**src/rtl/res_ram_arb.sv**
```systemverilog
`default_nettype none
// ----------------------------------------------------------------------------
// res_ram_arb : result RAM arbiter, buffered write-back stream vs. host reads.
// Optional macro RAW_FWD_EN forwards queued write data to hazard reads. Rev 1.0
// ----------------------------------------------------------------------------
module res_ram_arb #(
  parameter int WBUF_DEPTH = 8,
  parameter int HI_WM      = 6,
  parameter int RD_MAX     = 4
) (
  input  logic                        clk,
  input  logic                        rst,
  input  logic                        wb_we_n,
  input  logic [7:0]                  wb_addr,
  input  logic [31:0]                 wb_data,
  input  logic                        rd_req,
  input  logic [7:0]                  rd_addr,
  output logic                        rd_gnt,
  output logic                        rd_valid,
  output logic [31:0]                 rd_data,
  output logic                        ram_csn,
  output logic                        ram_wen,
  output logic [7:0]                  ram_addr,
  output logic [31:0]                 ram_wdata,
  input  logic [31:0]                 ram_rdata,
  output logic [$clog2(WBUF_DEPTH):0] wbuf_level,
  output logic                        ovf
);
  localparam int AW = $clog2(WBUF_DEPTH);
  localparam int LW = AW + 1;
  localparam int SW = $clog2(RD_MAX + 1);
  localparam logic [LW-1:0] FULL_LVL   = LW'(WBUF_DEPTH);
  localparam logic [LW-1:0] HI_LVL     = LW'(HI_WM);
  localparam logic [SW-1:0] STREAK_MAX = SW'(RD_MAX);

  typedef enum logic [1:0] {
    GS_IDLE = 2'd0,
    GS_RD   = 2'd1,
    GS_WR   = 2'd2
  } gs_e;

  gs_e           gs_q, gs_d;
  logic [LW-1:0] wr_ptr_q, wr_ptr_d;
  logic [LW-1:0] rd_ptr_q, rd_ptr_d;
  logic [SW-1:0] rd_streak_q, rd_streak_d;
  logic [7:0]    ram_addr_q, ram_addr_d;
  logic [31:0]   ram_wdata_q, ram_wdata_d;
  logic          ovf_q, ovf_d;

  logic [7:0]    fifo_addr_q [WBUF_DEPTH];
  logic [31:0]   fifo_data_q [WBUF_DEPTH];

  logic [LW-1:0] level;
  logic          empty, full, push, pop, hazard;
  logic [AW-1:0] scan_idx;
  logic [7:0]    head_addr;
  logic [31:0]   head_data;

`ifdef RAW_FWD_EN
  logic [31:0]   fwd_data;
  logic [31:0]   fwd_data_q, fwd_data_d;
  logic          fwd_q, fwd_d, fwd_hit;
`endif

  // Extra pointer MSB distinguishes full from empty.
  assign level      = wr_ptr_q - rd_ptr_q;
  assign empty      = (level == '0);
  assign full       = (level == FULL_LVL);
  assign head_addr  = fifo_addr_q[rd_ptr_q[AW-1:0]];
  assign head_data  = fifo_data_q[rd_ptr_q[AW-1:0]];
  assign pop        = (gs_d == GS_WR);
  assign push       = !wb_we_n && (!full || pop);
  assign wbuf_level = level;
  assign ovf        = ovf_q;
  assign rd_valid   = (gs_q == GS_RD);

  // Only queued entries count; the same-cycle push is not yet in the array.
  always_comb begin
    hazard   = 1'b0;
    scan_idx = '0;
`ifdef RAW_FWD_EN
    fwd_data = '0;
`endif
    for (int k = 0; k < WBUF_DEPTH; k++) begin
      scan_idx = rd_ptr_q[AW-1:0] + AW'(k);
      if ((LW'(k) < level) && (fifo_addr_q[scan_idx] == rd_addr)) begin
        hazard = 1'b1;
`ifdef RAW_FWD_EN
        fwd_data = fifo_data_q[scan_idx];
`endif
      end
    end
  end

  always_comb begin
    gs_d        = GS_IDLE;
    rd_streak_d = '0;
    ram_csn     = 1'b1;
    ram_wen     = 1'b1;
    ram_addr    = ram_addr_q;
    ram_wdata   = ram_wdata_q;
    rd_gnt      = 1'b0;
`ifdef RAW_FWD_EN
    fwd_hit     = 1'b0;
`endif
    if (!empty && ((level >= HI_LVL) || (rd_streak_q == STREAK_MAX) || full)) begin
      gs_d = GS_WR;
    end
`ifdef RAW_FWD_EN
    else if (rd_req) begin
`else
    else if (rd_req && !hazard) begin
`endif
      gs_d = GS_RD;
    end
    else if (!empty) begin
      gs_d = GS_WR;
    end

    case (gs_d)
      GS_RD: begin
        rd_gnt      = 1'b1;
        rd_streak_d = (rd_streak_q == STREAK_MAX) ? rd_streak_q : rd_streak_q + SW'(1);
`ifdef RAW_FWD_EN
        fwd_hit = hazard;
        if (!hazard) begin
`else
        begin
`endif
          ram_csn  = 1'b0;
          ram_addr = rd_addr;
        end
      end
      GS_WR: begin
        ram_csn   = 1'b0;
        ram_wen   = 1'b0;
        ram_addr  = head_addr;
        ram_wdata = head_data;
      end
      default: begin
      end
    endcase
  end

  always_comb begin
    wr_ptr_d    = wr_ptr_q + LW'(push);
    rd_ptr_d    = rd_ptr_q + LW'(pop);
    ram_addr_d  = ram_addr;
    ram_wdata_d = ram_wdata;
    ovf_d       = ovf_q | (!wb_we_n && full && !pop);
  end

`ifdef RAW_FWD_EN
  always_comb begin
    fwd_d      = fwd_hit;
    fwd_data_d = fwd_hit ? fwd_data : fwd_data_q;
  end

  assign rd_data = fwd_q ? fwd_data_q : (rd_valid ? ram_rdata : '0);

  always_ff @(posedge clk or negedge rst) begin
    if (!rst) begin
      fwd_q      <= 1'b0;
      fwd_data_q <= '0;
    end else begin
      fwd_q      <= fwd_d;
      fwd_data_q <= fwd_data_d;
    end
  end
`else
  assign rd_data = rd_valid ? ram_rdata : '0;
`endif

  always_ff @(posedge clk or negedge rst) begin
    if (!rst) begin
      gs_q        <= GS_IDLE;
      wr_ptr_q    <= '0;
      rd_ptr_q    <= '0;
      rd_streak_q <= '0;
      ram_addr_q  <= '0;
      ram_wdata_q <= '0;
      ovf_q       <= 1'b0;
    end else begin
      gs_q        <= gs_d;
      wr_ptr_q    <= wr_ptr_d;
      rd_ptr_q    <= rd_ptr_d;
      rd_streak_q <= rd_streak_d;
      ram_addr_q  <= ram_addr_d;
      ram_wdata_q <= ram_wdata_d;
      ovf_q       <= ovf_d;
    end
  end

  // Entry storage needs no reset: validity comes from the pointers.
  always_ff @(posedge clk) begin
    if (push) begin
      fifo_addr_q[wr_ptr_q[AW-1:0]] <= wb_addr;
      fifo_data_q[wr_ptr_q[AW-1:0]] <= wb_data;
    end
  end

endmodule
`default_nettype wire

```
**config.mk**
```make
export PLATFORM = sky130hd
export DESIGN_NAME = res_ram_arb
export DESIGN_NICKNAME = d
export VERILOG_FILES = /design/src/rtl/res_ram_arb.sv
export SDC_FILE = /design/constraint.sdc
export NUM_CORES = 1
export LEC_CHECK = 0
export ABC_AREA = 1
export BUFFER_PORTS_ARGS = -buffer_cell sky130_fd_sc_hd__buf_2
export CAP_MARGIN = 20
export CORE_MARGIN = 2
export CORE_UTILIZATION = 30
export DETAILED_ROUTE_END_ITERATION = 7
export GPL_TIMING_DRIVEN = 0
export REMOVE_ABC_BUFFERS = 1
export SETUP_SLACK_MARGIN = 0.4
export SYNTH_ARGS = -nofsm -noshare
export SYNTH_HDL_FRONTEND = slang
export SYNTH_SLANG_ARGS = --single-unit
```
**constraint.sdc**
```tcl
create_clock -name clk -period 5.49 [get_ports clk]
set_input_delay 0.8235 -clock clk [delete_from_list [all_inputs] [get_ports clk]]
set_output_delay 0.8235 -clock clk [all_outputs]
set_load 0.02 [all_outputs]
```
## Word level (Yosys, flattened, before mapping)

Memory sizes are Yosys's and may differ from the RTL's.
Cells that the tools add are included.

| word-level totals | value |
|---|---|
| bits in writable memories | 320 |
| output and inout bits | 81 |
| bits of input ports | 84 |
| memories | 2 |
| logic and storage cells | 88 |
| register bits after elaboration | 54 |

Memories:

| memory | words | bits a word | rd ports | clocked after Yosys merged registers in | wr ports | line | text |
|---|---|---|---|---|---|---|---|
| fifo_data_q | 8 | 32 | 1 | 0 | 1 | 51 | `logic [31:0] fifo_data_q [WBUF_DEPTH];` |
| fifo_addr_q | 8 | 8 | 8 | 0 | 1 | 50 | `logic [7:0] fifo_addr_q [WBUF_DEPTH];` |

| operators by class | value |
|---|---|
| equal/unequal tests | 14 |
| muxes and demuxes | 21 |
| bitwise operators | 1 |
| add/subtract/negate cells | 11 |
| $lt $le $gt $ge | 9 |
| reduce and logical (&&, ||, !) cells | 23 |

Operators with widths:

| cell | count |
|---|---|
| $eq 8x8->1 | 8 |
| $mux 32 | 2 |
| $lt 3x4->1 const A | 4 |
| $pmux 8 s2 | 1 |
| $logic_and 1x1->1 | 13 |
| $mux 1 | 13 |
| $add 3x3->3 const B | 4 |
| $add 4x1->4 | 2 |
| $lt 1x4->1 const A | 2 |
| $lt 2x4->1 const A | 2 |
| $add 3x1->3 const B | 2 |
| $add 3x2->3 const B | 2 |
| $mux 2 | 3 |
| $mux 3 | 2 |
| $logic_not 1->1 | 5 |
| $eq 2x1->1 const B | 2 |
| $eq 4x4->1 const B | 1 |
| $ge 4x3->1 const B | 1 |
| $logic_not 4->1 | 1 |
| $sub 4x4->4 | 1 |
| $eq 3x3->1 const B | 1 |
| $logic_or 1x1->1 | 3 |
| $eq 2x2->1 const B | 1 |
| $ne 2x2->1 const B | 1 |
| other kinds (2) | 2 |

## Longest topological paths before layout

Gate-level depths: netlist (run 1).

| logic depth | value |
|---|---|
| depth after elaboration | 20 |
| depth in mapped cells | 27 |
| gate-level depth less buffers | 21 |

## Worst setup path after synthesis (run 1)

No wires, ideal clock.

| path | value |
|---|---|
| kind | reg-to-output |
| start point | reg rd_ptr_q[1] |
| end point | out ram_wdata[22] |
| cell stages (with the launch flop) | 23 |
| slack | 0.993 ns |
| buffers on the path | 7 |
| arrival time | 3.673 ns |
| data required time | 4.667 ns |
| cells stage by stage | dfrtp_1 > inv_1 > buf_2 > clkbuf_1 > clkbuf_1 > clkbuf_1 > ha_1 > clkbuf_1 > inv_1 > clkbuf_1 > nand3_1 > nand3_1 > nand3_1 > nand2_1 > nor2_1 > nand4_1 > nand2_1 > nor2_1 > nand4_1 > nand2_2 > buf_4 > nand2_1 > nand2_1 |

| between the ends | value |
|---|---|
| word-level cells in the longest chain between the ends | 17 |
| elaborated cells on any way between the ends | 56 |
| classes of those cells | 8 x add/sub; 9 x order compare; 10 x eq/ne; 12 x mux; 15 x reduce/logical; 2 x memory |

RTL lines:

| element | line | text |
|---|---|---|
| start: declaration | 44 | `logic [LW-1:0] rd_ptr_q, rd_ptr_d;` |
| start signal: assignment | 186 | `rd_ptr_q <= rd_ptr_d;` |
| $add 3x1->3 (tied with other cells) | 85 | `scan_idx = rd_ptr_q[AW-1:0] + AW'(k);` |
| $mem_v2 8x8 (tied with other cells) | n/a |  |
| $eq 8x8->1 / $logic_and 1x1->1 (equally long branches) | 86 | `if ((LW'(k) < level) && (fifo_addr_q[scan_idx] == rd_addr)) begin` |
| $logic_and 1x1->1 / $mux 1 (equally long branches) | 86 |  |
| $mux 1 (7 in series) | 86 |  |
| $logic_not 1->1 | 112 | `else if (rd_req && !hazard) begin` |
| $logic_and 1x1->1 | 112 |  |
| $mux 2 | 112 |  |
| $mux 2 | 106 | `if (!empty && ((level >= HI_LVL) \|\| (rd_streak_q == STREAK_MAX) \|\| full)) begin` |
| $eq 2x2->1 | 120 | `case (gs_d)` |
| $mux 32 (*) | 120 |  |
| end: declaration | 24 | `output logic [31:0] ram_wdata,` |

Mark *: on every way between the ends. The rest lies on a longest branch, timed or not.

## Final worst setup path (run 1)

| path | value |
|---|---|
| start point | reg rd_ptr_q[2] |
| end point | out ram_wdata[19] |

The elaborated chain is that of the path after synthesis.

==> results.json, run 1 <==
{
  "status": "finished clean",
  "multi_input_area_mm2": 0.00618,
  "globalRouteTotalUtil": 0.174,
  "setup_viol": 0,
  "cts_made_buffers": 42,
  "antenna_found_initial": 6,
  "clkSinkCount": 374,
  "start_kind": "flip-flop",
  "synth.cell_area_mm2": 0.0176,
  "num_vias": 14228,
  "wl_per_cell_um": 20.1,
  "nets": 2078,
  "cp-startpoint": "rd_ptr_q[2]$_DFF_PN0_",
  "htree_levels": 2,
  "rows": 88,
  "critPathKind": "flip-flop to primary output",
  "syn_avg_cell_area_um2": 9.70,
  "gp_congestion": 0.885,
  "die_w_um": 246,
  "drtPass1Iterations": 6,
  "grt_pass1_wl_mm": 80.0,
  "post-route-util": 0.371,
  "drv_slew": 0,
  "worstSetupEndpointType": "primary output",
  "worst_pin_slew_ns": 0.913,
  "crit_fanout": 17,
  "crit_required_ns": 4.67,
  "yosysSeqAreaShare": 0.622,
  "nFillCells": 5741,
  "drt_iter0_markers": 1368,
  "drive_above_1_share": 0.159,
  "synth-seq-cells": 374,
  "port-buffer-count": 164,
  "chipHeight_um": 246,
  "whs_ns": 0.375,
  "synthCells": 1817,
  "routed_wirelength_mm": 55.8,
  "seq_area_mm2": 0.0110,
  "worstReg2RegStart": "rd_ptr_q[2]$_DFF_PN0_",
  "tritoncts": "done",
  "relSlewSlack": 0.390,
  "grt_pass1_vias": 13467,
  "vias_per_cell": 5.12,
  "yosysUniqueCellTypes": 29,
  "hold_class": "input port to asynchronous set/reset pin",
  "max_cap_viol_count": 0,
  "drc": 0,
  "core_mm2": 0.0579,
  "grt_setup_unrepaired": "false",
  "initial_core_util": 0.304,
  "fmax_mhz": 204,
  "cts_buffer_depth": 3,
  "yosysWarnings": 0,
  "fin_crit_ns": 4.90,
  "path_clk_slew_ns": 0.06,
  "overflow": 0,
  "cp.arrival_ns": 4.07,
  "dp_hpwl_mm": 31.9,
  "die_area_mm2": 0.0607,
  "hold_viol": 0,
  "ant_nets": 0,
  "areaGrowthSynthToFinish_pct": 22.0,
  "fin_crit_sh": 0.892,
  "boundaryPins": 165,
  "skew_ns": 0.0260,
  "grt_max_degree": 105,
  "clock_latency_ns": 0.58,
  "cts_root_buffer": "clkbuf_16"
}
-- worst max-delay path: stages (launching register included) --
cell	delay, ns
dfrtp_2	0.44
buf_16	0.17
ha_2	0.66
clkinvlp_4	0.18
buf_4	0.20
nand3_1	0.09
nand2_1	0.08
xor2_1	0.26
nor2_1	0.07
nand3_1	0.08
nor2_1	0.04
nor2_1	0.21
nand3_4	0.19
nand2_8	0.17
nand2_8	0.15
nand2_1	0.19
nand2_1	0.08
buf_2	0.16
-- metal layers --
| metal | wire length (um) | track usage | share of wire |
|---|---|---|---|
| met2 | 26000 | 0.286 | 0.47 |
| met5 | 74 | 0 | 0.0013 |
| met1 | 23700 | 0.230 | 0.43 |
| met3 | 4310 | 0.0326 | 0.077 |
| met4 | 1650 | 0.0611 | 0.030 |
-- stage by stage --
| step | setup slack [ns] | setup TNS (ns) | std cells | cell area (um2) |
|---|---|---|---|---|
| 4_1_cts | 0.499 | 0 | 2767 | 21200 |
| 3_3_place_gp | -10.89 | -963.25 | 2639 | 18900 |
| 5_1_grt | 0.415 | 0 | 2780 | 21500 |
| 6_report | 0.592 | 0 | 2781 | 21500 |
| 3_5_place_dp | -2.50 | -163.79 | 2657 | 19400 |
| 2_1_floorplan | -4.40 | -359.04 | 1710 | 17200 |
-- synthesized netlist by cell type --
library cell	count	area [um2]
a32o_1	32	320
buf_1	17	63.8
buf_2	22	110
buf_4	6	45.0
fa_1	1	20.0
o21ai_1	6	30.0
clkbuf_1	61	229
nor2_2	2	12.5
a21oi_1	38	190
nand3_2	1	10.0
inv_1	58	218
clkinv_1	8	30.0
xnor2_1	3	26.3
dfrtp_1	54	1350
xor2_4	1	27.5
nand3b_1	1	7.51
nor2_1	140	526
o211ai_1	1	7.51
nand4_1	6	37.5
ha_1	12	150
xor2_1	23	201
inv_2	3	11.3
edfxtp_1	320	9610
nand3_1	329	1650
o21ai_0	97	485
nand2_1	539	2020
buf_6	1	11.3
nand2_2	3	18.8
o22ai_1	32	200
-- what timing repair did --
item	4_1_cts	5_1_grt
endpoints found under the setup margin	92	41
hold buffers	0	0
resized for setup	31	14
buffers inserted	28	7
cloned	4	6
pin swaps	4	3
-- cell usage in the layout (no fill, tap or decap), types with 3 or more instances in the layout --
cell type | synthesis | routed
nand2_1 | 539 | 535
nand3_1 | 329 | 329
edfxtp_1 | 320 | 320
buf_2 | 22 | 163
nor2_1 | 140 | 131
o21ai_0 | 97 | 96
inv_1 | 58 | 55
dfrtp_1 | 54 | 51
clkbuf_16 | 0 | 46
a21oi_1 | 38 | 37
a32o_1 | 32 | 32
o22ai_1 | 32 | 32
buf_4 | 6 | 26
xor2_1 | 23 | 23
clkbuf_1 | 61 | 17
buf_12 | 0 | 15
clkinv_1 | 8 | 11
ha_1 | 12 | 10
nor2_4 | 0 | 9
buf_16 | 0 | 8
o21ai_1 | 6 | 6
nand4_1 | 6 | 6
clkbuf_8 | 0 | 6
nand2_8 | 0 | 5
clkinv_2 | 0 | 5
clkinvlp_4 | 0 | 4
buf_6 | 1 | 4
nand2_4 | 0 | 3
inv_6 | 0 | 3
-- cells by family after synthesis --
logic type	synth area share
buf+inv	0.0408
flops	0.622
fa+ha+maj	0.00966
compound gates	0.0700
xor+xnor	0.0145
simple gates	0.243
-- worst paths after layout --
path	to	slack [ns]	cells after the start
setup / recovery	ram_wdata[19]	0.59	17
hold / removal	ovf$_DFF_PN0_	0.38	1
setup reg to reg	rd_ptr_q[2]$_DFF_PN0_	1.68	17
hold reg to reg	ovf$_DFF_PN0_	0.38	0
max in group asynchronous	rd_ptr_q[0]$_DFF_PN0_	4.48	1
min in group clk	ovf$_DFF_PN0_	0.38	0
-- flip-flops by register name, summed over array words and instances (netlist names), 2 cells and up --
name         count
rd_ptr_q         4
fifo_data_q    256
wr_ptr_q         4
ram_addr_q       8
ram_wdata_q     32
gs_q             2
rd_streak_q      3
fifo_addr_q     64
-- layout make-up --
cell class                      instances  share of cell area
Timing Repair Buffer                  221              0.0791
Antenna cell                            1            0.000116
Clock buffer                           66              0.0569
Sequential cell                       374               0.510
Timing Repair inverter                  3             0.00128
Tap cell                              765              0.0445
Multi-Input combinational cell       1270               0.288
Inverter                               69              0.0152
Clock inverter                         12             0.00460
Power of run 1 is not shown: default switching activity piles up to over one toggle a cycle in this logic, so the estimate is an artifact.
==> run 2: changes to the inputs <==
--- a/config.mk
+++ b/config.mk
@@ -11,7 +11,6 @@
 export CORE_MARGIN = 2
 export CORE_UTILIZATION = 30
 export DETAILED_ROUTE_END_ITERATION = 7
-export GPL_TIMING_DRIVEN = 0
 export REMOVE_ABC_BUFFERS = 1
 export SETUP_SLACK_MARGIN = 0.4
 export SYNTH_ARGS = -nofsm -noshare
==> run 2 against run 1 <==
Net effect:
- fmax rose by 0.93%
- critical path depth rose by 2
- wire length down 6.0%
- setup slack gained 0.045 ns
- count of clock-buffer cells in the layout down 11
- clock skew rose by 0.0013 ns
- largest cell class unchanged
- via count shrank 2.4%
- utilization decreased by 1.1 points
- die area unchanged
- sequential cell count did not move
- highest routed layer unchanged
==> results.json, run 2 (same netlist as run 1, synthesis figures left out) <==
{
  "cts_made_buffers": 42,
  "fin_crit_ns": 4.85,
  "routed_wirelength_mm": 52.5,
  "dp_hpwl_mm": 33.0,
  "clock_latency_ns": 0.57,
  "grt_pass1_wl_mm": 78.3,
  "areaGrowthSynthToFinish_pct": 18.4,
  "grt_pass1_vias": 13230,
  "num_vias": 13890,
  "critPathMaxStageDelay_ns": 0.57,
  "clkSinkCount": 374,
  "ant_nets": 0,
  "boundaryPins": 165,
  "post-route-util": 0.360,
  "drtPass1Iterations": 7,
  "whs_ns": 0.371,
  "die_area_mm2": 0.0607,
  "hold_class": "flip-flop to flip-flop",
  "relSlewSlack": 0.413,
  "critPathKind": "flip-flop to primary output",
  "vias_per_cell": 5.05,
  "place_area_mm2": 0.0193,
  "final_common_cell": "nand2_1",
  "gp_congestion": 0.918,
  "wl_per_cell_um": 19.1,
  "drc": 0,
  "overflow": 0,
  "die_w_um": 246,
  "path_common_cell": "nand2_1",
  "max_cap_viol_count": 0,
  "globalRouteTotalUtil": 0.169,
  "holdBufCountCts": 0,
  "htree_levels": 2,
  "drive_above_1_share": 0.143,
  "tritoncts": "done",
  "cp_cell_sequence": "ha_1, fa_1, xnor2_1, nand2_1, nand2_1, nand2_1, inv_1, nand2_1, nor2_1, nand3_1, nand2_1, nor2_2, nand3_2, nand2_1, nand2_8, buf_12, nand2_1, nand2_1, buf_2",
  "crit_fanout": 18,
  "nets": 2050,
  "drt_iter0_markers": 1193,
  "cts_buffer_depth": 3,
  "grt_max_degree": 178,
  "drv_slew": 0,
  "start_kind": "flip-flop",
  "antenna_found_initial": 13,
  "fin_area_mm2": 0.0209,
  "setup_viol": 0,
  "core_mm2": 0.0579,
  "grt_setup_unrepaired": "true",
  "crit_required_ns": 4.67,
  "path_clk_slew_ns": 0.06,
  "cp.arrival_ns": 4.03,
  "largest_reg_flops": 256,
  "hold_viol": 0,
  "fmax_mhz": 206,
  "mostFrequentLayoutCells": "539 x nand2_1, 329 x nand3_1, 320 x edfxtp_1",
  "cts_root_buffer": "clkbuf_16",
  "initial_core_util": 0.304,
  "skew_ns": 0.0273,
  "status": "finished clean",
  "nFillCells": 5820,
  "port-buffer-count": 164,
  "rows": 88,
  "worst_pin_slew_ns": 0.880,
  "critPathSlowestCell": "dfrtp_4",
  "chipHeight_um": 246,
  "fin_crit_sh": 0.884,
  "worstSetupEndpointType": "primary output"
}
==> run 2: cell count changes in the layout (fill, tap and decap cells not counted), sizes merged <==
cell	previous run	this run
buf	217	197
clkbuf	69	56
bufinv	0	6
inv	60	63
nand2	545	542
clkinv	20	18
clkinvlp	4	2
diode	1	3
==> run 2: final cells by class <==
type	instances	area, um2	share of cell area
multi-input cells	1267	6020	0.288
repair buffers	199	1220	0.0585
clock buffers	55	1150	0.0552
well taps	765	957	0.0459
diodes	3	7.51	0.000360
flip-flops and latches	374	11000	0.525
inverters	69	267	0.0128
clock inverters	20	279	0.0134
==> run 2: final timing paths <==
check	startpoint	cells past startpoint	slack, ns	to
worst max-delay path	rd_ptr_q[0]$_DFF_PN0_	19	0.64	ram_wdata[12]
worst min-delay path	ovf$_DFF_PN0_	0	0.37	ovf$_DFF_PN0_
worst max register to register	rd_ptr_q[1]$_DFF_PN0_	16	1.76	rd_ptr_q[2]$_DFF_PN0_
worst min register to register	ovf$_DFF_PN0_	0	0.37	ovf$_DFF_PN0_
max in group asynchronous	rst	1	4.45	rd_ptr_q[0]$_DFF_PN0_
min in group asynchronous	rst	1	0.38	ovf$_DFF_PN0_
==> run 2: routing by layer <==
layer | track usage | vias up | wire, um
met5 | 0 | - | 83
met4 | 0.0576 | 12 | 1500
met1 | 0.226 | 6662 | 23000
li1 | - | 6608 | -
met2 | 0.271 | 496 | 24100
met3 | 0.0377 | 112 | 3760
==> run 2: what timing repair did <==
action | in CTS | in global routing
cloned | 1 | 1
gates resized for setup | 3 | 6
setup buffers | 0 | 5
endpoints found under the setup margin | 26 | 40
==> run 2: critical path, delay by kind of cell, from the launching register on <==
kind	cells	cell delay, ns
buffers and inverters	3	0.40
adder cells (fa/ha/maj)	2	0.62
AND/OR/NAND/NOR	13	1.36
flip-flops	1	0.57
XOR/XNOR	1	0.47
==> run 2: per-stage QoR <==
stage,worst slack [ns],instances,TNS [ns]
floorplan,-4.40,1710,-359.04
global placement,0.883,2666,0
detailed placement,0.882,2666,0
CTS,0.463,2742,0
global route,0.384,2751,0
finish,0.637,2752,0
Power of run 2 is left out for the same reason.
